<file path="config.mk">
export PLATFORM = sky130hd
export DESIGN_NAME = fetch_unit
export DESIGN_NICKNAME = d
export VERILOG_FILES = /design/src/rtl/x9_pkg.sv /design/src/rtl/branch_lut.sv /design/src/rtl/fetch_unit.sv
export SDC_FILE = /design/constraint.sdc
export NUM_CORES = 1
export LEC_CHECK = 0
export BUFFER_PORTS_ARGS = -buffer_cell sky130_fd_sc_hd__buf_2
export CORE_MARGIN = 3
export CORE_UTILIZATION = 49
export CTS_BUF_LIST = sky130_fd_sc_hd__clkbuf_4 sky130_fd_sc_hd__clkbuf_8 sky130_fd_sc_hd__clkbuf_16
export DETAILED_ROUTE_END_ITERATION = 10
export PLACE_DENSITY = 0.79
export SYNTH_ARGS = -nofsm -noshare
export SYNTH_HDL_FRONTEND = slang
export SYNTH_HIERARCHICAL = 1
export SYNTH_SLANG_ARGS = --single-unit
</file>
<file path="constraint.sdc">
create_clock -name Clk -period 2.09 [get_ports Clk]
set_input_delay 0.3135 -clock Clk [delete_from_list [all_inputs] [get_ports Clk]]
set_output_delay 0.3135 -clock Clk [all_outputs]
set_load 0.05 [all_outputs]
</file>
<file path="src/rtl/x9_pkg.sv">
// Shared definitions for the X9 fetch/decode front end: opcodes, fetch
// sequencing states and default widths.
package x9_pkg;

    localparam int IW_DEFAULT  = 9;
    localparam int PCW_DEFAULT = 10;

    localparam logic [4:0] OP_BEQ = 5'b00101;
    localparam logic [4:0] OP_BNE = 5'b00110;
    localparam logic [4:0] OP_EQ  = 5'b01101;
    localparam logic [4:0] OP_LT  = 5'b01110;

    typedef enum logic [1:0] {
        IDLE = 2'd0,
        RUN  = 2'd1,
        DONE = 2'd2
    } fetch_state_t;

    function automatic logic is_cmp_op(input logic [4:0] op);
        return (op == OP_EQ) || (op == OP_LT);
    endfunction

endpackage

</file>
<file path="src/rtl/branch_lut.sv">
// Branch target table: 16 fixed entries of PCW bits, entry i = STRIDE * i,
// read combinationally by the 4-bit index field of a beq/bne instruction.
module branch_lut #(
    parameter int PCW    = 10,
    parameter int STRIDE = 4
) (
    input  logic [3:0]     idx_i,
    output logic [PCW-1:0] target_o
);

    // NOTE: constant table built from parameters, so there is no storage to
    // reset; it is pure decode logic and is valid from time zero.
    logic [PCW-1:0] lut_w [16];

    for (genvar i = 0; i < 16; i++) begin : g_entry
        assign lut_w[i] = PCW'(STRIDE * i);
    end

    assign target_o = lut_w[idx_i];

endmodule

</file>
<file path="src/rtl/fetch_unit.sv">
// Instruction-fetch / PC stage feeding the X9 control decoder: owns the PC,
// run/done sequencing and the compare flag, and picks sequential or LUT target.
module fetch_unit
    import x9_pkg::*;
#(
    parameter int PCW      = PCW_DEFAULT,
    parameter int PROG_LEN = 1024,
    parameter int IW       = IW_DEFAULT
) (
    input  logic           Clk,
    input  logic           Reset,
    input  logic           Start,
    input  logic           Stall,
    input  logic [IW-1:0]  InstrIn,
    input  logic           BranchInst,
    input  logic           AluFlag,
    output logic [PCW-1:0] ProgCtr,
    output logic [IW-1:0]  InstrOut,
    output logic           InstrValid,
    output logic           CmpFlag,
    output logic           Done
);

    localparam logic [PCW:0] PROG_END = (PCW+1)'(PROG_LEN);

    fetch_state_t   state_q, state_d;
    logic [PCW-1:0] pc_q, pc_d;
    logic           flag_q, flag_d;

    logic [4:0]     opcode;
    logic [3:0]     lut_idx;
    logic [PCW-1:0] lut_target;
    logic           taken;
    logic [PCW:0]   seq_pc;
    logic [PCW:0]   next_pc;

    assign opcode  = InstrIn[IW-1 -: 5];
    assign lut_idx = InstrIn[3:0];

    branch_lut #(
        .PCW(PCW)
    ) u_branch_lut (
        .idx_i   (lut_idx),
        .target_o(lut_target)
    );

    // Flag value from before this edge decides the branch.
    assign taken = BranchInst &&
                   (((opcode == OP_BEQ) &&  flag_q) ||
                    ((opcode == OP_BNE) && !flag_q));

    // One extra bit so a step past the last PC is seen, not wrapped to 0.
    assign seq_pc  = {1'b0, pc_q} + {{PCW{1'b0}}, 1'b1};
    assign next_pc = taken ? {1'b0, lut_target} : seq_pc;

    // NOTE: every signal driven here gets a default first so no path leaves
    // it unassigned, which would otherwise infer a latch.
    always_comb begin
        state_d = state_q;
        pc_d    = pc_q;
        flag_d  = flag_q;
        unique case (state_q)
            IDLE: begin
                if (Start) begin
                    state_d = RUN;
                    pc_d    = '0;
                    flag_d  = 1'b0;
                end
            end
            RUN: begin
                if (Start) begin
                    pc_d   = '0;
                    flag_d = 1'b0;
                end else if (!Stall) begin
                    if (is_cmp_op(opcode)) begin
                        flag_d = AluFlag;
                    end
                    if (next_pc >= PROG_END) begin
                        state_d = DONE;
                    end else begin
                        pc_d = next_pc[PCW-1:0];
                    end
                end
            end
            DONE: begin
                if (Start) begin
                    state_d = RUN;
                    pc_d    = '0;
                    flag_d  = 1'b0;
                end
            end
            default: begin
                state_d = IDLE;
                pc_d    = '0;
                flag_d  = 1'b0;
            end
        endcase
    end

    // NOTE: state registers use non-blocking assignments so every flop samples
    // the pre-edge values regardless of statement order.
    always_ff @(posedge Clk or posedge Reset) begin
        if (Reset) begin
            state_q <= IDLE;
            pc_q    <= '0;
            flag_q  <= 1'b0;
        end else begin
            state_q <= state_d;
            pc_q    <= pc_d;
            flag_q  <= flag_d;
        end
    end

    assign ProgCtr    = pc_q;
    assign CmpFlag    = flag_q;
    assign Done       = (state_q == DONE);
    assign InstrValid = (state_q == RUN) && !Stall;
    assign InstrOut   = InstrValid ? InstrIn : '0;

endmodule

</file>
==> out/results.txt <==
Status: complete, no violations
Pwr Density: 515 mW/mm2
Synth Area in Compound Gates: 0.248
Final std cells w/o fill: 184
Skew-Pair Late Insertion Delay: 280 ps
CTS Buf Count: 3
Max-slew violations: 0
Row Count: 16
Syn_area_per_cell: 8.63 um2
Critical path type: flip-flop to primary output
Fraction of registers with async set/reset: 1.00
Share of the synthesized area in the top cell type: 0.307
Setup TNS: 0 ps
Hold crit path type: primary input to asynchronous set/reset pin
DRT antenna net count: 0
Clock Skew: 0.517 ps
Die H: 52.5 um
Least-Margin Pin Slew: 595 ps
Final HPWL DP: 2050 um
Layout cells sized above 1: 0.325
Starting Density: 0.530
Max FO, Critical Path: 8
Synthesized-area fraction occupied by adder cells: 0.0118
Vias: 1054
CP Launch Point: state_q[0]$_DFFE_PP0P_
Post-CTS Setup Repair Bufs: 0
Seq/Total Area, Yosys: 0.307
Die width: 52.5 um
Vias in the first global route: 956
CTS resizes: 0
Fin. Hold Viols: 0
Global route overflow: 0
Netlist cell types: 45
P&R area growth vs syn: 17.5%
CP startpoint kind: flip-flop
Max H-tree Level: 1
Root Buffer: clkbuf_4
R2R cell count: 6
Rel. slew slack: 0.604
# port buffers: 36
Pleak: 0.602 nW
# DRC: 0
Via density: 5.73
Clock tree buffer depth: 2
Min Tclk post-route: 1950 ps
WL/cell: 14.3 um
CTS tree: built
Peak supply drop: 0.330 mV
Top cells by area, synth: dfrtp_1 (31%), buf_4 (7.1%), o21ai_1 (5.7%)
Hold_ws: 45.0 ps
Final instance area: 0.00125 mm2
Number of hold buffers added after CTS: 0
Final Setup Violations: 0
Post-synth EDFFs: 0
Required time worst endpoint: 1780 ps
Final GP Congestion: 0.867
Layout fillers: 188
Clock transition at path regs: 80 ps
Antenna cells: 0
RR Startpoint: ProgCtr[0]$_DFFE_PP0P_
CP endpoint: InstrOut[2]
Max Cap Viol: 0
# IOs: 37
Core box area: 0.00200 mm2
Max Clock Freq: 514 MHz
Crit share post-route: 0.931
Crit path DAT: 1630 ps
Multiplexer area fraction after synthesis: 0
Sink Count: 13
CP Capture Type: primary output
GRT Overall Usage: 0.208
Slack of the worst reg-to-reg path: 250 ps
Iteration-0 DRC count of the detailed router: 28
Synthesized cell area: 0.00106 mm2
First-pass GRT wire length: 4270 um
Die ar.: 0.00276 mm2
Inst Count DP: 180
Ys flop type: dfrtp_1
Dpl cell area: 0.00122 mm2
Simple-Gate Fraction of Synth Area: 0.294
DRT Pass-1 Iters: 4
Post-Synthesis Cells: 123
Critical R2R Capture: ProgCtr[3]$_DFFE_PP0P_
Pin count of the biggest net entering global routing: 19
Largest family of logic cells by synthesized area: simple AND/OR/NAND/NOR gates
WL final: 2630 um
Post-synthesis xor/xnor area fraction: 0.0248
Initial antenna violation count: 0
Fin nets: 174
Warnings from Yosys: 6
Area leader, netlist: dfrtp_1
RSZ-0062 raised after global routing: false
Synthesized flop and latch total: 13
state kept, by name, indices dropped and copies added, names as in the netlist:
signal   count
ProgCtr     10
state_q      2
CmpFlag      1
through the flow:
stage | utilization | setup WS [ps] | power, mW
after detailed placement | 0.608 | 289 | 0.469
after global routing | 0.623 | 81.8 | 0.671
after global placement | 0.608 | 354 | 0.463
after floorplan | - | 37.5 | 0.425
final | 0.623 | 145 | 0.642
after CTS | 0.623 | 148 | 0.645
worst min-delay path by stage:
| stage | from | end | slack (ps) | cells after the start |
|---|---|---|---|---|
| global route | Reset | state_q[1]$_DFFE_PP0P_ | 80 | 2 |
| finish | Reset | state_q[0]$_DFFE_PP0P_ | 40 | 2 |
| floorplan | Reset | CmpFlag$_DFFE_PP0P_ | 190 | 1 |
| detailed placement | Reset | ProgCtr[9]$_DFFE_PP0P_ | 370 | 2 |
| global placement | Reset | state_q[0]$_DFFE_PP0P_ | 370 | 2 |
| CTS | Reset | state_q[1]$_DFFE_PP0P_ | 60 | 2 |
layout make-up:
class	count	area [um2]	share of cell area
repair buffers	39	203	0.163
flip-flops and latches	13	325	0.261
multi-input cells	96	636	0.510
inverters	5	18.8	0.0151
clock buffers	4	30.0	0.0241
well taps	27	33.8	0.0271
cells in the mapped netlist, types with 2 or more instances:
master	count
nand4_1	2
and2_1	9
a31oi_1	3
dfrtp_1	13
o31ai_1	2
nor4_1	3
nor2_1	4
buf_4	10
o21ai_1	12
xor2_1	3
a21oi_1	6
buf_2	2
inv_1	5
o2bb2ai_1	3
a22o_1	3
nor3b_1	3
nor3_1	2
nand2_1	10
nand3_1	2
cells in the final DEF, fill, tap and decap left out, types with 2 or more instances in the layout:
master	synthesis	routed
a31oi_1	3	3
buf_2	2	36
nor4_1	3	3
and2_1	9	9
nand3_1	2	2
clkbuf_4	0	4
o31ai_1	2	2
xor2_1	3	3
o2bb2ai_1	3	3
dfrtp_1	13	13
a22o_1	3	3
a21oi_1	6	6
nor3_1	2	2
buf_4	10	3
nor2_1	4	4
conb_1	1	6
nand2_1	10	10
nand4_1	2	2
inv_1	5	5
nor3b_1	3	3
o21ai_1	12	12
routing by layer:
layer,vias up,GRT usage,share of wire,wire (um)
li1,507,-,-,-
met1,486,0.261,0.40,1060
met2,54,0.337,0.49,1300
met3,7,0.0598,0.085,225
met4,0,0.0723,0.021,55
met5,-,0,0,0
kinds of logic after synthesis:
logic type	count (synthesis)
buffers and inverters	19
adder cells (fa/ha/maj)	1
AO/OA/AOI/OAI	38
AND/OR/NAND/NOR	48
other	1
XOR/XNOR	3
flip-flops	13
worst max-delay path, stage by stage, from the launching register on:
cell     delay, ps
dfrtp_1        450
nor3b_1        300
buf_4          210
and2_1         130
buf_2          260
where the power goes:
part / switching (mW) / internal, mW
logic: 0.138 / 0.0588
registers: 0.0104 / 0.258
clock network: 0.0891 / 0.0872
Power figures use the tool's default switching activity.
